## src/rtl/axi_ic_pkg.sv

```systemverilog
// Shared definitions for the AXI interconnect arbiters: FSM encoding and
// small elaboration/decode helpers.
package axi_ic_pkg;

  localparam int unsigned MAX_MST = 8;
  localparam int unsigned MAX_IW  = 3;

  typedef enum logic [1:0] {
    IDLE = 2'b00,
    ADDR = 2'b01,
    DATA = 2'b10,
    RESP = 2'b11
  } arb_state_e;

  // Ceiling log2, used for index and counter widths at elaboration
  function automatic int unsigned clog2(input int unsigned v);
    int unsigned r;
    r = 0;
    while ((32'd1 << r) < v) r = r + 1;
    return r;
  endfunction

  function automatic logic [MAX_MST-1:0] onehot(input logic [MAX_IW-1:0] idx);
    logic [MAX_MST-1:0] r;
    r      = '0;
    r[idx] = 1'b1;
    return r;
  endfunction

endpackage

```

## src/rtl/rr_pick.sv

```systemverilog
// Round-robin picker: first set request strictly after 'last', wrapping.
// Purely combinational; shared by the read and write arbiters.
module rr_pick
  import axi_ic_pkg::*;
#(
  parameter int unsigned N_MST = 2,
  parameter int unsigned IW    = clog2(N_MST)
) (
  input  logic [N_MST-1:0] req,
  input  logic [IW-1:0]    last,
  output logic [IW-1:0]    idx,
  output logic             any
);

  // Scan last+1 .. last+N_MST so 'last' itself has the lowest priority
  always_comb begin
    idx = '0;
    any = 1'b0;
    for (int unsigned k = 1; k <= N_MST; k++) begin
      if (!any && req[IW'((32'(last) + k) % N_MST)]) begin
        idx = IW'((32'(last) + k) % N_MST);
        any = 1'b1;
      end
    end
  end

endmodule

```

## src/rtl/axi_wr_arbiter.sv

```systemverilog
// Round-robin write-path arbiter: one write transaction at a time through
// address, data and response phases, with optional response timeout.
module axi_wr_arbiter
  import axi_ic_pkg::*;
#(
  parameter int unsigned N_MST   = 2,
  parameter int unsigned TIMEOUT = 256
) (
  input  logic             clk,
  input  logic             rstn,
  input  logic [N_MST-1:0] req,
  input  logic             aw_hs,
  input  logic             w_last_hs,
  input  logic             b_hs,
  output logic [N_MST-1:0] aw_gnt,
  output logic [N_MST-1:0] w_gnt,
  output logic [N_MST-1:0] b_gnt,
  output logic             busy,
  output logic             timeout_err
);

  localparam int unsigned IW = clog2(N_MST);
  localparam int unsigned CW = (TIMEOUT == 0) ? 1 : clog2(TIMEOUT + 1);
  localparam logic [CW-1:0] CNT_LAST = (TIMEOUT == 0) ? '0 : CW'(TIMEOUT - 1);
  localparam logic [CW-1:0] CNT_MAX  = '1;

  arb_state_e       state_q, state_d;
  logic [IW-1:0]    idx_q, idx_d;
  logic [IW-1:0]    last_q, last_d;
  logic [IW-1:0]    pick_idx;
  logic             pick_any;
  logic [CW-1:0]    cnt_q, cnt_d;
  logic             to_d;
  logic [N_MST-1:0] oh_d;
  logic [N_MST-1:0] aw_gnt_d, w_gnt_d, b_gnt_d;

  rr_pick #(
    .N_MST (N_MST),
    .IW    (IW)
  ) u_pick (
    .req  (req),
    .last (last_q),
    .idx  (pick_idx),
    .any  (pick_any)
  );

  // Next state; grants are decoded from the next state so they register cleanly
  always_comb begin
    state_d = state_q;
    idx_d   = idx_q;
    last_d  = last_q;
    cnt_d   = cnt_q;
    to_d    = 1'b0;
    unique case (state_q)
      IDLE: begin
        if (pick_any) begin
          state_d = ADDR;
          idx_d   = pick_idx;
        end
      end
      ADDR: begin
        if (aw_hs) state_d = DATA;
      end
      DATA: begin
        cnt_d = '0;
        if (w_last_hs) state_d = RESP;
      end
      RESP: begin
        if (cnt_q != CNT_MAX) cnt_d = cnt_q + CW'(1);
        if (b_hs) begin
          state_d = IDLE;
          last_d  = idx_q;
        end else if ((TIMEOUT != 0) && (cnt_q == CNT_LAST)) begin
          state_d = IDLE;
          last_d  = idx_q;
          to_d    = 1'b1;
        end
      end
      default: state_d = IDLE;
    endcase

    oh_d     = N_MST'(onehot(MAX_IW'(idx_d)));
    aw_gnt_d = (state_d == ADDR) ? oh_d : '0;
    w_gnt_d  = (state_d == DATA) ? oh_d : '0;
    b_gnt_d  = (state_d == RESP) ? oh_d : '0;
  end

  always_ff @(posedge clk or negedge rstn) begin
    if (!rstn) begin
      state_q     <= IDLE;
      idx_q       <= '0;
      last_q      <= IW'(N_MST - 1);
      cnt_q       <= '0;
      aw_gnt      <= '0;
      w_gnt       <= '0;
      b_gnt       <= '0;
      busy        <= 1'b0;
      timeout_err <= 1'b0;
    end else begin
      state_q     <= state_d;
      idx_q       <= idx_d;
      last_q      <= last_d;
      cnt_q       <= cnt_d;
      aw_gnt      <= aw_gnt_d;
      w_gnt       <= w_gnt_d;
      b_gnt       <= b_gnt_d;
      busy        <= (state_d != IDLE);
      timeout_err <= to_d;
    end
  end

endmodule
```

## config.mk

```make
export PLATFORM = sky130hd
export DESIGN_NAME = axi_wr_arbiter
export DESIGN_NICKNAME = d
export VERILOG_FILES = /design/src/rtl/axi_ic_pkg.sv /design/src/rtl/rr_pick.sv /design/src/rtl/axi_wr_arbiter.sv
export SDC_FILE = /design/constraint.sdc
export NUM_CORES = 1
export LEC_CHECK = 0
export CAP_MARGIN = 20
export CORE_UTILIZATION = 30
export DETAILED_ROUTE_END_ITERATION = 12
export GPL_TIMING_DRIVEN = 0
export MAX_ROUTING_LAYER = met4
export PLACE_DENSITY_LB_ADDON = 0.08
export REMOVE_ABC_BUFFERS = 1
export SLEW_MARGIN = 40
export SYNTH_ARGS = -nofsm -noshare
export SYNTH_HDL_FRONTEND = slang
export SYNTH_SLANG_ARGS = --single-unit
```

## constraint.sdc

```tcl
create_clock -name clk -period 2.68 [get_ports clk]
set_input_delay 0.402 -clock clk [delete_from_list [all_inputs] [get_ports clk]]
set_output_delay 0.402 -clock clk [all_outputs]
set_load 0.01 [all_outputs]
```

Yosys cells after proc, flatten, opt, wreduce, memory -nomap -nowiden
Index checks and enable logic that the tools add are counted.
{"block": "classes", "addsub": 3, "order_cmp": 4, "eq_ne": 9, "mux": 28, "reduce_logical": 9}
{"operator": "$pmux 9 s2", "n": 1}
{"operator": "$mux 1", "n": 16}
{"operator": "$mux 2", "n": 8}
{"operator": "$add 9x1->9 const B", "n": 1}
{"operator": "$eq 9x8->1 const B", "n": 1}
{"operator": "$mux 9", "n": 1}
{"operator": "$ne 9x9->1 const B", "n": 1}
{"operator": "$eq 2x2->1 const B", "n": 4}
{"operator": "$pmux 2 s4", "n": 1}
{"operator": "$reduce_bool 2->1", "n": 3}
{"operator": "$eq 2x1->1 const B", "n": 2}
{"operator": "$lt 1x2->1 const B", "n": 2}
{"operator": "$lt 1x4->1 const B", "n": 1}
{"operator": "$reduce_and 2->1", "n": 2}
{"operator": "$add 1x1->1 const B", "n": 2}
{"operator": "$logic_and 1x1->1", "n": 2}
{"operator": "$logic_not 2->1", "n": 1}
{"operator": "$ne 2x2->1 const B", "n": 1}
{"operator": "$demux 1 s1", "n": 1}
{"operator": "$ge 1x1->1 const B", "n": 1}
{"operator": "$logic_not 1->1", "n": 1}
{"block": "word_totals", "regBits": 21, "in_bits": 7, "word_cells": 62}

Longest topological paths before layout
{"block": "logic_depth", "word_depth": 14, "depth_mapped": 8, "mapped_depth_nobuf": 7}

Hierarchy
A second synthesis with hierarchy kept.
{"block": "unflattened", "cells_unflattened": 95, "hier_area_um2": 1006.0}
{"module": "axi_wr_arbiter", "n_inst": 1, "cells_per_inst": 93, "area_per_inst_um2": 992.2, "seq_area_each_um2": 526.8}
{"module": "rr_pick", "n_inst": 1, "cells_per_inst": 2, "area_per_inst_um2": 13.8, "seq_area_each_um2": 0.0}

Worst setup path before layout
OpenSTA, ideal clock, no wires.
{"block": "synth_timing", "path_kind": "register to register", "startpoint": "reg cnt_q[0]", "endpoint": "reg cnt_q[3]", "setup_time_ns": 0.077, "arrival_ns": 1.854, "slack_ns": 0.749, "stages_incl_launch_ff": 9, "path_buffers": 1, "synth_period_minus_slack_ns": 1.931, "cell_sequence": "dfrtp_1 > ha_1 > nand3_1 > nor3_1 > ha_1 > buf_2 > and2_1 > or3_2 > a21oi_1"}
{"block": "synth_between", "elab_chain_len": 3}
{"item": "start, declared", "line": "axi_wr_arbiter.sv:32", "source": "logic [CW-1:0] cnt_q, cnt_d;"}
{"item": "start signal, assigned", "line": "axi_wr_arbiter.sv:103", "source": "cnt_q <= cnt_d;"}
{"item": "$add 9x1->9 / $ne 9x9->1 (equally long branches)", "line": "axi_wr_arbiter.sv:69", "source": "if (cnt_q != CNT_MAX) cnt_d = cnt_q + CW'(1);"}
{"item": "$mux 9 / $ne 2x2->1 (equally long branches)"}
{"item": "$pmux 9 s2 / $reduce_and 2->1 (equally long branches)"}
Several ways; a longest one is shown, not always the timed one. The select of a mux whose other input is x is not followed.
A chain may end at the register's enable or synchronous reset.

Worst setup path in the final report
{"block": "layout_timing", "startpoint": "reg cnt_q[0]", "endpoint": "reg cnt_q[7]"}
The elaborated chain is that of the path after synthesis.

==> impl_metrics.toml <==
[run_status]
status = "complete, no violations"

[synthesis]
synth.distinct_cells = 36
syn_area_mm2 = 0.00102
syn_avg_cell_area_um2 = 10.6
synth_common_cells = "20 x dfrtp_1, 10 x nand2_1, 8 x nor2_1, 5 x a21oi_1, 5 x nand2b_1"
yosysWarnings = 0
synth_seq_cells = 21
synth_edf_count = 0
ys_seq_area_share_pct = 51.8
syn_inst = 96
yosys.cell_count.top_type = "dfrtp_1"
synthFlopType = "dfrtp_1"
async_reset_ff_share_pct = 100
yosysTopAreaCellShare_pct = 49.3
synth.largest_area_cell = "dfrtp_1"
ys_top_cells_by_area = "dfrtp_1 49%, ha_1 3.7%, nand2_1 3.7%"

[layout]
area_growth_pct = 19.8
final_cells = 155
stdcell_area_mm2 = 0.00122
antenna_cells = 0
fillCellCount = 339
regArea_um2 = 527
num-nets-final = 122
drive_above_1_share_pct = 9.01
multi_input_area_um2 = 459
fin_util_pct = 38.9

[route]
drc = 0
wirelength_um = 2030
viasPerCell = 4.85
drt-initial-drc-count = 41
ant_nets = 0
num_vias = 752
wl_per_cell_um = 13.1
first_pass_iters = 4

[timing]
skew_ps = 11.9
relSlewSlack_pct = 67.5
setup_viol = 0
hold_ws_ps = 32.5
final.setup.worst_slack_ps = 486
final_max_slew_viol_count = 0
layout_min_cycle_time_ps = 2190
tightest_slew_ps = 487
hold_viol = 0
fmaxAchievable_mhz = 456
setup_tns_ps = 0
fin_crit_sh_pct = 81.9
rsz0062_at_grt = "no"

[setup_path]
slowest_stage = "dfrtp_1"
critical_path_arrival_ps = 2420
reg2reg_depth = 7
crit_type = "reg -> reg"
crit_fanout = 10
startpoint_type = "flip-flop"
worst_setup_path_end_kind = "flip-flop"
critPathMostFrequentCell = "ha_1"
slowest_delay_ps = 450
cp_cell_sequence = "ha_1 -> nand3_1 -> nor3_1 -> ha_1 -> and2_1 -> nor4_1 -> mux2i_1"
worstPathRequired_ps = 2900

[global_route]
grt_pass1_vias = 725
grt_max_degree = 22
grt_pass1_wl_um = 3350
antenna_found_initial = 0
grt-ovfl-total = 0
grtUsageTotal_pct = 13.3

[power]
peakVddDrop_mv = 0.401
p_total_mw = 1.04
pwr_density_cell_mw_per_mm2 = 858
p_leak_nw = 0.527

[clock_network]
clk_pin_slew_ps = 120
htreeDepth = 1
cts_resized = 0
cts_tree = "yes"
numCtsBuffers = 3
cts_buffer_depth = 2
cts_setup_buffers = 0
clock_latency_ps = 310
cts_hold_buf = 0
clock-sinks = 21
cts-root-buf = "clkbuf_4"

[placement]
place_congestion = 0.715
portBuffers = 14
dp_worst_setup_slack_ps = 531
dpl_cell_area_mm2 = 0.00119
dp_hpwl_um = 1430
dp.cells = 151

[die]
die_area_mm2 = 0.00362
num_rows = 20
start_util_pct = 32.5
core_area_mm2 = 0.00313
die_h_um = 60.2
die_x_um = 60.2
io-pin-count = 15

[min_path]
hold_class = "in -> async"

[run]
maxCapViolations = 0
registers in the layout, summed over array words and instances (netlist names):
signal	count
cnt_q	9
b_gnt	2
aw_gnt	2
w_gnt	2
state_q	2
idx_q	1
last_q	1
busy	1
timeout_err	1
cell families after synthesis:
kind of cell	synth area share, %
AND/OR/NAND/NOR	23.2
multiplexers	3.08
AO/OA/AOI/OAI	15.3
adder cells (fa/ha/maj)	3.69
buffers and inverters	2.95
flip-flops	51.8
critical path, delay by kind of cell (launching register included):
| kind | cells | cell delay [ps] |
|---|---|---|
| simple gates | 4 | 840 |
| fa+ha+maj | 2 | 570 |
| flops | 1 | 450 |
| mux | 1 | 250 |
path summary, 6_finish.rpt:
path                       startpoint       end  slack, ps
min reg2reg                     idx_q    last_q        560
max                          cnt_q[0]  cnt_q[7]        490
max in group asynchronous        rstn    last_q       2280
max reg2reg                  cnt_q[0]  cnt_q[7]        490
min in group clk                idx_q    last_q        560
min                              rstn  cnt_q[3]         30
power by group:
part	internal, mW	switching, mW	leakage (nW)
Clock	0.0581	0.0944	0.0150
Combinational	0.185	0.189	0.238
Sequential	0.412	0.106	0.273
Total	0.655	0.389	0.527
final cells by class:
type,count,area share (%)
sequential,21,43.3
multi-input combinational,68,37.7
timing repair buffer,14,11.1
tap,44,4.52
clock buffer,4,2.16
inverter,4,1.23
cells in the final DEF (no fill, tap or decap), types with 2 or more instances in the layout:
master / n
clkdlybuf4s50_1: 13
o2bb2ai_1: 3
ha_1: 3
a22o_1: 2
nor4_1: 2
nand2_1: 10
o21ai_0: 4
nor2b_1: 3
nand2b_1: 5
dfrtp_1: 20
mux2i_1: 2
clkbuf_4: 3
nor2_1: 8
a21oi_1: 5
inv_1: 4
metal layers:
layer / wire [um] / share of wire, % / vias up / track usage, %
met2: 889 / 44 / 10 / 19.9
met4: 23 / 1.1 / 0 / 5.98
met1: 1060 / 52 / 366 / 16.5
met5: 0 / 0 / - / -
li1: - / - / 374 / -
met3: 59 / 2.9 / 2 / 3.90
Note: power is estimated with default switching activity, not from simulation.
